**src/rtl/event_sync_multi.sv**
```systemverilog
// Multi-channel event synchronizer: per-channel sync chain, debounce filter, edge-mode pulse
// generation and sticky pending/overrun flags for slow consumers.
module event_sync_multi #(
   parameter int unsigned          CHANNELS        = 4,
   parameter int unsigned          SYNC_STAGES     = 3,
   parameter int unsigned          DEBOUNCE_CYCLES = 16,
   parameter logic [2*CHANNELS-1:0] EDGE_MODE       = '0
) (
   input  logic                clk,
   input  logic                rst_n,
   input  logic [CHANNELS-1:0] async_in,
   input  logic [CHANNELS-1:0] clear,
   output logic [CHANNELS-1:0] level_out,
   output logic [CHANNELS-1:0] pulse_out,
   output logic                any_event,
   output logic [CHANNELS-1:0] pending,
   output logic [CHANNELS-1:0] overrun
);

   localparam int unsigned CntW = $clog2(DEBOUNCE_CYCLES) + 1;
   localparam logic [CntW-1:0] CntMax = CntW'(DEBOUNCE_CYCLES - 1);

   logic [CHANNELS-1:0] sync_d [SYNC_STAGES];
   logic [CHANNELS-1:0] sync_q [SYNC_STAGES];
   logic [CntW-1:0]     cnt_d  [CHANNELS];
   logic [CntW-1:0]     cnt_q  [CHANNELS];
   logic [CHANNELS-1:0] stable_d, stable_q;
   logic [CHANNELS-1:0] stable_dly_d, stable_dly_q;
   logic [CHANNELS-1:0] pulse_d, pulse_q;
   logic                any_d, any_q;
   logic [CHANNELS-1:0] pending_d, pending_q;
   logic [CHANNELS-1:0] overrun_d, overrun_q;
   logic [CHANNELS-1:0] sync_last;
   logic [CHANNELS-1:0] rise, fall;

   always_comb begin
      sync_d[0] = async_in;
      for (int s = 1; s < int'(SYNC_STAGES); s++) begin
         sync_d[s] = sync_q[s-1];
      end
   end

   assign sync_last = sync_q[SYNC_STAGES-1];

   // A mismatch must persist DEBOUNCE_CYCLES consecutive cycles; any agreement restarts the count.
   always_comb begin
      for (int i = 0; i < int'(CHANNELS); i++) begin
         stable_d[i] = stable_q[i];
         cnt_d[i]    = '0;
         if (sync_last[i] != stable_q[i]) begin
            if (cnt_q[i] == CntMax) begin
               stable_d[i] = sync_last[i];
            end else begin
               cnt_d[i] = cnt_q[i] + CntW'(1);
            end
         end
      end
   end

   assign stable_dly_d = stable_q;
   assign rise         = stable_q & ~stable_dly_q;
   assign fall         = ~stable_q & stable_dly_q;

   always_comb begin
      pulse_d = '0;
      for (int i = 0; i < int'(CHANNELS); i++) begin
         case (EDGE_MODE[2*i +: 2])
            2'b00:   pulse_d[i] = rise[i];
            2'b01:   pulse_d[i] = fall[i];
            2'b10:   pulse_d[i] = rise[i] | fall[i];
            default: pulse_d[i] = 1'b0;
         endcase
      end
      any_d = |pulse_d;
   end

   // A pulse always sets pending, even when acknowledged in the same cycle, so no event is lost.
   always_comb begin
      pending_d = pulse_q | (pending_q & ~clear);
      overrun_d = ~clear & (overrun_q | (pulse_q & pending_q));
   end

   always_ff @(posedge clk or negedge rst_n) begin
      if (!rst_n) begin
         for (int s = 0; s < int'(SYNC_STAGES); s++) begin
            sync_q[s] <= '0;
         end
         for (int i = 0; i < int'(CHANNELS); i++) begin
            cnt_q[i] <= '0;
         end
         stable_q     <= '0;
         stable_dly_q <= '0;
         pulse_q      <= '0;
         any_q        <= 1'b0;
         pending_q    <= '0;
         overrun_q    <= '0;
      end else begin
         for (int s = 0; s < int'(SYNC_STAGES); s++) begin
            sync_q[s] <= sync_d[s];
         end
         for (int i = 0; i < int'(CHANNELS); i++) begin
            cnt_q[i] <= cnt_d[i];
         end
         stable_q     <= stable_d;
         stable_dly_q <= stable_dly_d;
         pulse_q      <= pulse_d;
         any_q        <= any_d;
         pending_q    <= pending_d;
         overrun_q    <= overrun_d;
      end
   end

   assign level_out = stable_q;
   assign pulse_out = pulse_q;
   assign any_event = any_q;
   assign pending   = pending_q;
   assign overrun   = overrun_q;

endmodule

```
**config.mk**
```make
export PLATFORM = sky130hd
export DESIGN_NAME = event_sync_multi
export DESIGN_NICKNAME = d
export VERILOG_FILES = /design/src/rtl/event_sync_multi.sv
export SDC_FILE = /design/constraint.sdc
export NUM_CORES = 1
export LEC_CHECK = 0
export BUFFER_PORTS_ARGS = -buffer_cell sky130_fd_sc_hd__buf_2
export CAP_MARGIN = 20
export CORE_UTILIZATION = 54
export CTS_BUF_LIST = sky130_fd_sc_hd__clkbuf_16
export DETAILED_ROUTE_END_ITERATION = 7
export GPL_TIMING_DRIVEN = 1
export PLACE_DENSITY = 0.85
export RECOVER_POWER = 50
export SYNTH_ARGS = -nofsm -noshare
export SYNTH_HDL_FRONTEND = slang
export SYNTH_SLANG_ARGS = --single-unit
```
**constraint.sdc**
```tcl
create_clock -name clk -period 1.3 [get_ports clk]
set_input_delay 0.26 -clock clk [delete_from_list [all_inputs] [get_ports clk]]
set_output_delay 0.26 -clock clk [all_outputs]
set_load 0.01 [all_outputs]
```
# ---- Yosys cells after proc, flatten, opt, wreduce, memory -nomap -nowiden
# Cells that the tools add are included.
dict set report word_totals {
  in_bits 10
  register_bits 53
  output_inout_bits 17
  wordCells 49
}
dict set report op_classes {
  eq_ne 8
  addsub 4
  n_mux 8
  bitwise 8
  n_reduce_logical 5
}
# op n
set op_table {}
lappend op_table {{$mux 5} 8}
lappend op_table {{$add 5x1->5 const B} 4}
lappend op_table {{$eq 5x4->1 const B} 4}
lappend op_table {{$and 4x4->4} 4}
lappend op_table {{$not 4->4} 2}
lappend op_table {{$or 4x4->4} 2}
lappend op_table {{$reduce_and 2->1} 4}
lappend op_table {{$ne 1x1->1} 4}
lappend op_table {{$reduce_or 4->1} 1}

# ---- Logic depth before layout (Yosys ltp)
# Gate-level depths: netlist of run 1.
dict set report logic_depth {
  word_depth 3
  depth_mapped 4
  ltp_nobuf 4
}

# ---- Worst setup path before layout of run 1
# No wires, ideal clock.
dict set report synth_path {
  path_type {reg2reg}
  startpoint {register stable_q[2], in the netlist level_out[2]}
  endpoint {register any_q, in the netlist any_event}
  path_buffers 0
  t_arrival_ns 1.073
  setup_slack_ns 0.089
  stages_incl_launch_ff 3
  t_required_ns 1.162
  synth_period_minus_slack_ns 1.211
  setup_ns 0.138
  cell_sequence {dfrtp_1 > nor2b_4 > or4_4}
}
dict set report synth_between {
  elab_chain_cells 2
}
# element line
set synth_rtl {}
lappend synth_rtl {{from (decl)} 27} ;# logic [CHANNELS-1:0] stable_d, stable_q;
lappend synth_rtl {{from (signal assigned)} 104} ;# stable_q <= stable_d;
lappend synth_rtl {{$and 4x4->4} 61} ;# assign rise = stable_q & ~stable_dly_q;
lappend synth_rtl {{net pulse_d[2]} 29} ;# logic [CHANNELS-1:0] pulse_d, pulse_q;
lappend synth_rtl {{$reduce_or 4->1} 74} ;# any_d = |pulse_d;
lappend synth_rtl {{net any_d} 30} ;# logic any_d, any_q;
lappend synth_rtl {{to (signal assigned)} 107} ;# any_q <= any_d;
lappend synth_rtl {{to (decl)} 30}
# The timed path passes the listed nets, and every way through them passes these cells.
# A chain may end at the register's enable or synchronous reset.

# ---- Final worst setup path of run 1
dict set report layout_path {
  startpoint {register cnt_q[0] (netlist name)}
  endpoint {register stable_q[3], in the netlist level_out[3]}
}
dict set report layout_between {
  elab_chain_cells 2
}
# element line
set layout_rtl {}
lappend layout_rtl {{from (decl)} 26} ;# logic [CntW-1:0] cnt_q [CHANNELS];
lappend layout_rtl {{from (signal, indexed assignment)} 102} ;# cnt_q[i] <= cnt_d[i];
lappend layout_rtl {{$eq 5x4->1} 51} ;# if (cnt_q[i] == CntMax) begin
lappend layout_rtl {{$reduce_and 2->1 (no line)} --}
# Every way passes these cells.

==> results of run 1 <==
## cells in the mapped netlist
library cell	number	area share [%]
dfrtp_1	53	72
nor2_1	18	3.7
xor2_1	12	5.7
nand3_1	8	2.2
and2_1	6	2.0
inv_1	6	1.2
a21o_1	4	1.6
a21oi_1	4	1.1
and3_1	4	1.4
ha_1	4	2.7
mux2_1	4	2.4
o21ai_1	4	1.1
nor2b_1	2	0.68
nor2b_4	2	1.5
or4_4	1	0.61
## registers in the layout (all words and copies together), names as in the netlist
signal,count
cnt_q,20
sync_d,8
level_out,4
overrun,4
pending,4
pulse_out,4
stable_dly_q,4
sync_last,4
any_event,1
## cell type report
cell class / instances / share of cell area [%]
Clock inverter: 3 / 1.65
Tap cell: 44 / 2.42
Multi-Input combinational cell: 73 / 22.8
Timing Repair Buffer: 35 / 8.46
Sequential cell: 53 / 58.2
Inverter: 6 / 0.988
Clock buffer: 5 / 5.49
## timing repair
action	CTS	global route
endpoints found under the setup margin	0	4
setup buffers	0	4
endpoints found under the hold margin	53	0
hold buffers	1	0
resized for setup	0	10
## metrics by stage
step                      instance area, sq um  cells
final                                     2280    219
after detailed placement                  2070    206
after global placement                    2070    206
after floorplan                           1840    132
after CTS                                 2240    215
after global routing                      2280    219
## cell usage in the layout, fill, tap and decap left out, types with 5 or more instances in the layout
cell type   n
and2_1      6
buf_2      26
buf_4       6
clkbuf_16   5
dfrtp_1    53
inv_1       7
nor2_1     17
xor2_1     12
## cells by family after synthesis
kind of cell / count (synthesis) / synth area share [%]
compound gates: 12 / 3.81
xor+xnor: 12 / 5.71
fa+ha+maj: 4 / 2.72
buf+inv: 6 / 1.22
flops: 53 / 72.1
mux: 4 / 2.45
simple gates: 41 / 12.0
## path summary, 6_finish.rpt
check | end | cells past startpoint
hold / removal | sync_d[6] | 1
setup reg to reg | level_out[3] | 4
max in group asynchronous | cnt_q[4] | 3
hold reg to reg | sync_d[3] | 0
setup / recovery | level_out[3] | 4
min in group asynchronous | cnt_q[6] | 3
## power by group through the flow
stage	clock network [mW]	logic, mW	registers (mW)
global route	1.51	0.166	1.74
CTS	1.45	0.125	1.73
detailed placement	0	0.121	1.76
floorplan	0	0.0540	1.75
finish	1.41	0.141	1.74
global placement	0	0.112	1.76
## critical path, delay by kind of cell (launching register included)
kind / cells / cell delay, ns
adder cells (fa/ha/maj): 1 / 0.18
flip-flops: 1 / 0.43
multiplexers: 1 / 0.32
AND/OR/NAND/NOR: 2 / 0.23
## routing by layer
| metal | wire, um | vias to the layer above |
|---|---|---|
| met2 | 1470 | 27 |
| met4 | 42 | 0 |
| met1 | 1250 | 551 |
| li1 | - | 514 |
| met3 | 134 | 5 |
| met5 | 0 | - |
==> qor.csv, run 1 <==
stage,metric,value,unit
synth,synth-warning-count,0,
route,wl_per_cell,13.2,um
pwr,finalPower,3.29,mW
route,routed_wirelength,2900,um
cells_and_area,fill_cells,216,
sta,period_share,97.6,%
die,start_util,58.4,%
route,ant_nets,0,
worst_setup_path,rr_startpoint,cnt_q[0],
synth,synth_nets,146,
run,max_cap_viol_count,0,
clocking,cts_root_buf,clkbuf_16,
placement,io_buffers,26,
cells_and_area,area_delta_synth_final,23.8,%
sta,final.setup_skew,0.00470,ns
route,drt_iter0_markers,17,
cells_and_area,nNetsFinal,188,
synth,syn_area_per_cell,13.9,sq um
sta,fmax,788,MHz
pwr,p_switching,630,uW
worst_setup_path,cp_cell_sequence,ha_4 > nand3_2 > nor2_1 > mux2_1,
synth,ys_ff_latch,53,
clocking,cts_tree,built,
worst_setup_path,start_kind,flop,
global_routing,grt_start_max_net_pins,54,
worst_setup_path,cp_max_fo,3,
synth,ys_seq_area_share,72.1,%
placement,gp_congestion,0.666,
worst_setup_path,crit_arrival,1.43,ns
placement,pre_cts_slack,0.0135,ns
route,vias,1097,
route,drc_errors,0,
pwr,seq_power_share,52.8,%
die,die_area,0.00365,sq mm
die,ioPinCount,27,
clocking,cts_max_level,2,
pwr,powerDensity,1440,mW/mm^2
pwr,leakagePower,1.27,nW
cells_and_area,final_util,72.3,%
global_routing,antenna_found_initial,0,
sta,timing.final.ws_setup,0.0314,ns
global_routing,grt.busiest_layer,met2,
sta,tns,0,ns
worst_hold_path,hp-start,async_in[2],
die,core_area,0.00315,sq mm
worst_setup_path,r2r_setup_slack,0.03,ns
placement,place_hpwl,1870,um
cells_and_area,antenna_cells,0,
clocking,cts_sinks,53,
worst_setup_path,crit_type,flop to flop,
cells_and_area,seq_area,0.00133,sq mm
sta,tightest_slew,0.635,ns
pwr,pwr-share-comb,4.3,%
clocking,insertion_delay,0.28,ns
global_routing,use_met2,30.5,%
synth,synth_cell_types,15,
synth,synthCells,132,
die,die_h,60.4,um
global_routing,met1_usage,20.8,%
synth,syn_area,0.00184,sq mm
sta,hold_ws,0.0752,ns
cells_and_area,drive_above_1_share,27.4,%
route,via_per_inst,5.01,
worst_hold_path,holdCritPathClass,input pin to flop,
pwr,power.share.clock,42.9,%
pwr,p_sw_share,19.2,%
sta,period_minus_slack,1.27,ns
route,first_pass_iters,4,
global_routing,grt_usage,18.2,%
clocking,path_clk_slew,0.06,ns
worst_setup_path,worst_path_max_delay_cell,dfrtp_1,
cells_and_area,multi_input_area,519,sq um
worst_setup_path,cp-end-kind,flop,
clocking,cts-buffers-inserted,5,
worst_setup_path,required,1.46,ns
sta,setup_viol,0,
global_routing,grt_pass1_wl,4570,um
worst_setup_path,startpoint,cnt_q[0],
worst_setup_path,slowest_delay,0.43,ns
clocking,clockBufferDepth,2,
sta,slew_viol_final,0,
outcome,status,"finished, final reports clean",
die,die_w,60.4,um
die,rows,20,
pwr,irDropWorstVdd,1.37,mV
global_routing,grt_overflow,0,
pwr,internal-power,2.66,mW
global_routing,grt_pass1_vias,1079,
sta,hold_violations,0,
sta,max_slew_margin,57.7,%
global_routing,grtUsageMet3,7.46,%
(Power assumes the default switching activity.)
==> run 2, diff against run 1 <==
- CTS_BUF_LIST: sky130_fd_sc_hd__clkbuf_16 -> unset
==> qor.csv, run 2 (synthesized netlist as in run 1, its figures left out) <==
stage,metric,value,unit
outcome,status,"finished, final reports clean",
placement,dp_cells,206,
die,die_h,60.4,um
clocking,path_clk_slew,0.14,ns
sta,timing.final.ws_setup,0.0165,ns
pwr,finalPower,2.81,mW
sta,period_minus_slack,1.28,ns
sta,tightest_slew,0.688,ns
placement,pre_cts_slack,0.0135,ns
route,drt_iter0_markers,13,
clocking,insertion_delay,0.36,ns
cells_and_area,final_common_cell,dfrtp_1,
die,start_util,58.4,%
cells_and_area,area_delta_synth_final,25.7,%
cells_and_area,antenna_cells,0,
sta,hold_ws,0.0435,ns
worst_setup_path,worst_path_max_delay_cell,dfrtp_1,
clocking,cts-buffers-inserted,5,
global_routing,grt_overflow,0,
die,die_area,0.00365,sq mm
route,vias,1112,
worst_setup_path,cp_max_fo,4,
route,wl_per_cell,12.7,um
sta,max_slew_margin,54.1,%
clocking,clockBufferDepth,2,
cells_and_area,final_cell_mix,"53 x dfrtp_1, 24 x buf_2, 16 x nor2_1",
worst_setup_path,slowest_delay,0.42,ns
cells_and_area,drive_above_1_share,32.1,%
clocking,cts_root_buf,clkbuf_4,
cells_and_area,nNetsFinal,197,
clocking,cts_sinks,53,
placement,placed_area,0.00207,sq mm
global_routing,grt_start_max_net_pins,54,
cells_and_area,top_register,cnt_q,
sta,rsz0062_at_grt,yes,
die,core_area,0.00315,sq mm
global_routing,grt_usage,18.1,%
global_routing,grt_pass1_vias,1085,
sta,hold_violations,0,
pwr,irDropWorstVdd,1.12,mV
run,max_cap_viol_count,0,
route,via_per_inst,4.88,
sta,setup_viol,0,
pwr,powerDensity,1210,mW/mm^2
worst_setup_path,crit_arrival,1.02,ns
placement,place_hpwl,1870,um
worst_setup_path,crit_type,flop to output pin,
cells_and_area,largest_reg_flops,20,
clocking,cts_max_level,2,
worst_hold_path,holdCritPathClass,input pin to flop,
global_routing,grt_pass1_wl,4530,um
route,routed_wirelength,2890,um
die,ioPinCount,27,
worst_setup_path,cp-end-kind,output pin,
route,first_pass_iters,3,
die,rows,20,
worst_setup_path,crit_family,flip-flops,
worst_setup_path,cp_cell_sequence,buf_6 > buf_6,
placement,io_buffers,26,
sta,fmax,779,MHz
die,die_w,60.4,um
sta,tns,0,ns
sta,period_share,98.7,%
worst_setup_path,required,1.04,ns
sta,final.setup_skew,0.0108,ns
global_routing,antenna_found_initial,0,
cells_and_area,post-route-cell-area,0.00231,sq mm
pwr,leakagePower,1.29,nW
worst_setup_path,path_common_cell,buf_6,
cells_and_area,final_cells,228,
worst_setup_path,start_kind,flop,
route,ant_nets,0,
cells_and_area,final_util,73.4,%
route,drc_errors,0,
placement,gp_congestion,0.666,
sta,slew_viol_final,0,
clocking,cts_tree,built,
worst_setup_path,crit_buf_inv,2,
## run 2: cell count changes in the layout (fill, tap and decap cells not counted), moves of 2 or more
| cell | previous run | this run |
|---|---|---|
| nor2b_4 | 0 | 2 |
| buf_2 | 26 | 24 |
| nor2b_1 | 4 | 2 |
| clkbuf_4 | 0 | 6 |
| clkbuf_16 | 5 | 0 |
| buf_4 | 6 | 10 |
| dlygate4sd3_1 | 1 | 5 |
| buf_6 | 0 | 4 |
## run 2: worst paths after layout
| check | startpoint | end | slack (ns) | cells after the start |
|---|---|---|---|---|
| setup / recovery | level_out[2] | level_out[2] | 0.02 | 2 |
| hold / removal | clear[1] | overrun[1] | 0.04 | 2 |
| setup reg to reg | cnt_q[10] | level_out[1] | 0.03 | 4 |
| hold reg to reg | sync_d[7] | sync_d[3] | 0.36 | 0 |
| max in group asynchronous | rst_n | stable_dly_q[3] | 0.28 | 3 |
| min in group asynchronous | rst_n | cnt_q[8] | 0.56 | 3 |
## run 2: where the power goes
group          total (mW)  switching (mW)  internal, mW
combinational       0.153          0.0789        0.0739
sequential           1.73          0.0322          1.70
clock               0.926           0.466         0.460
## run 2: layout make-up
class	instances	area, sq um
Sequential cell	53	1330
Fill cell	214	840
Multi-Input combinational cell	73	527
Timing Repair Buffer	44	298
Clock buffer	7	55.1
Tap cell	44	55.1
Clock inverter	1	30.0
Inverter	6	22.5
## run 2: routing by layer
metal	track usage (%)	share of wire, %	vias to the layer above
li1	-	-	536
met1	19.1	43	544
met2	31.1	51	28
met3	7.04	4.5	4
met4	9.97	1.9	0
met5	0	0	-
## run 2: worst register-to-register path: cells and delay by family (launching register included)
family | cells | cell delay [ns]
flip-flops | 1 | 0.41
multiplexers | 1 | 0.32
AND/OR/NAND/NOR | 2 | 0.23
adder cells (fa/ha/maj) | 1 | 0.22
## run 2: timing repair
item / in CTS / in global routing
endpoints found under the setup margin: 5 / 7
pin swaps: 2 / 7
hold buffers: 5 / 0
hold endpoints to repair: 57 / 0
resized for setup: 4 / 10
setup buffers: 4 / 6
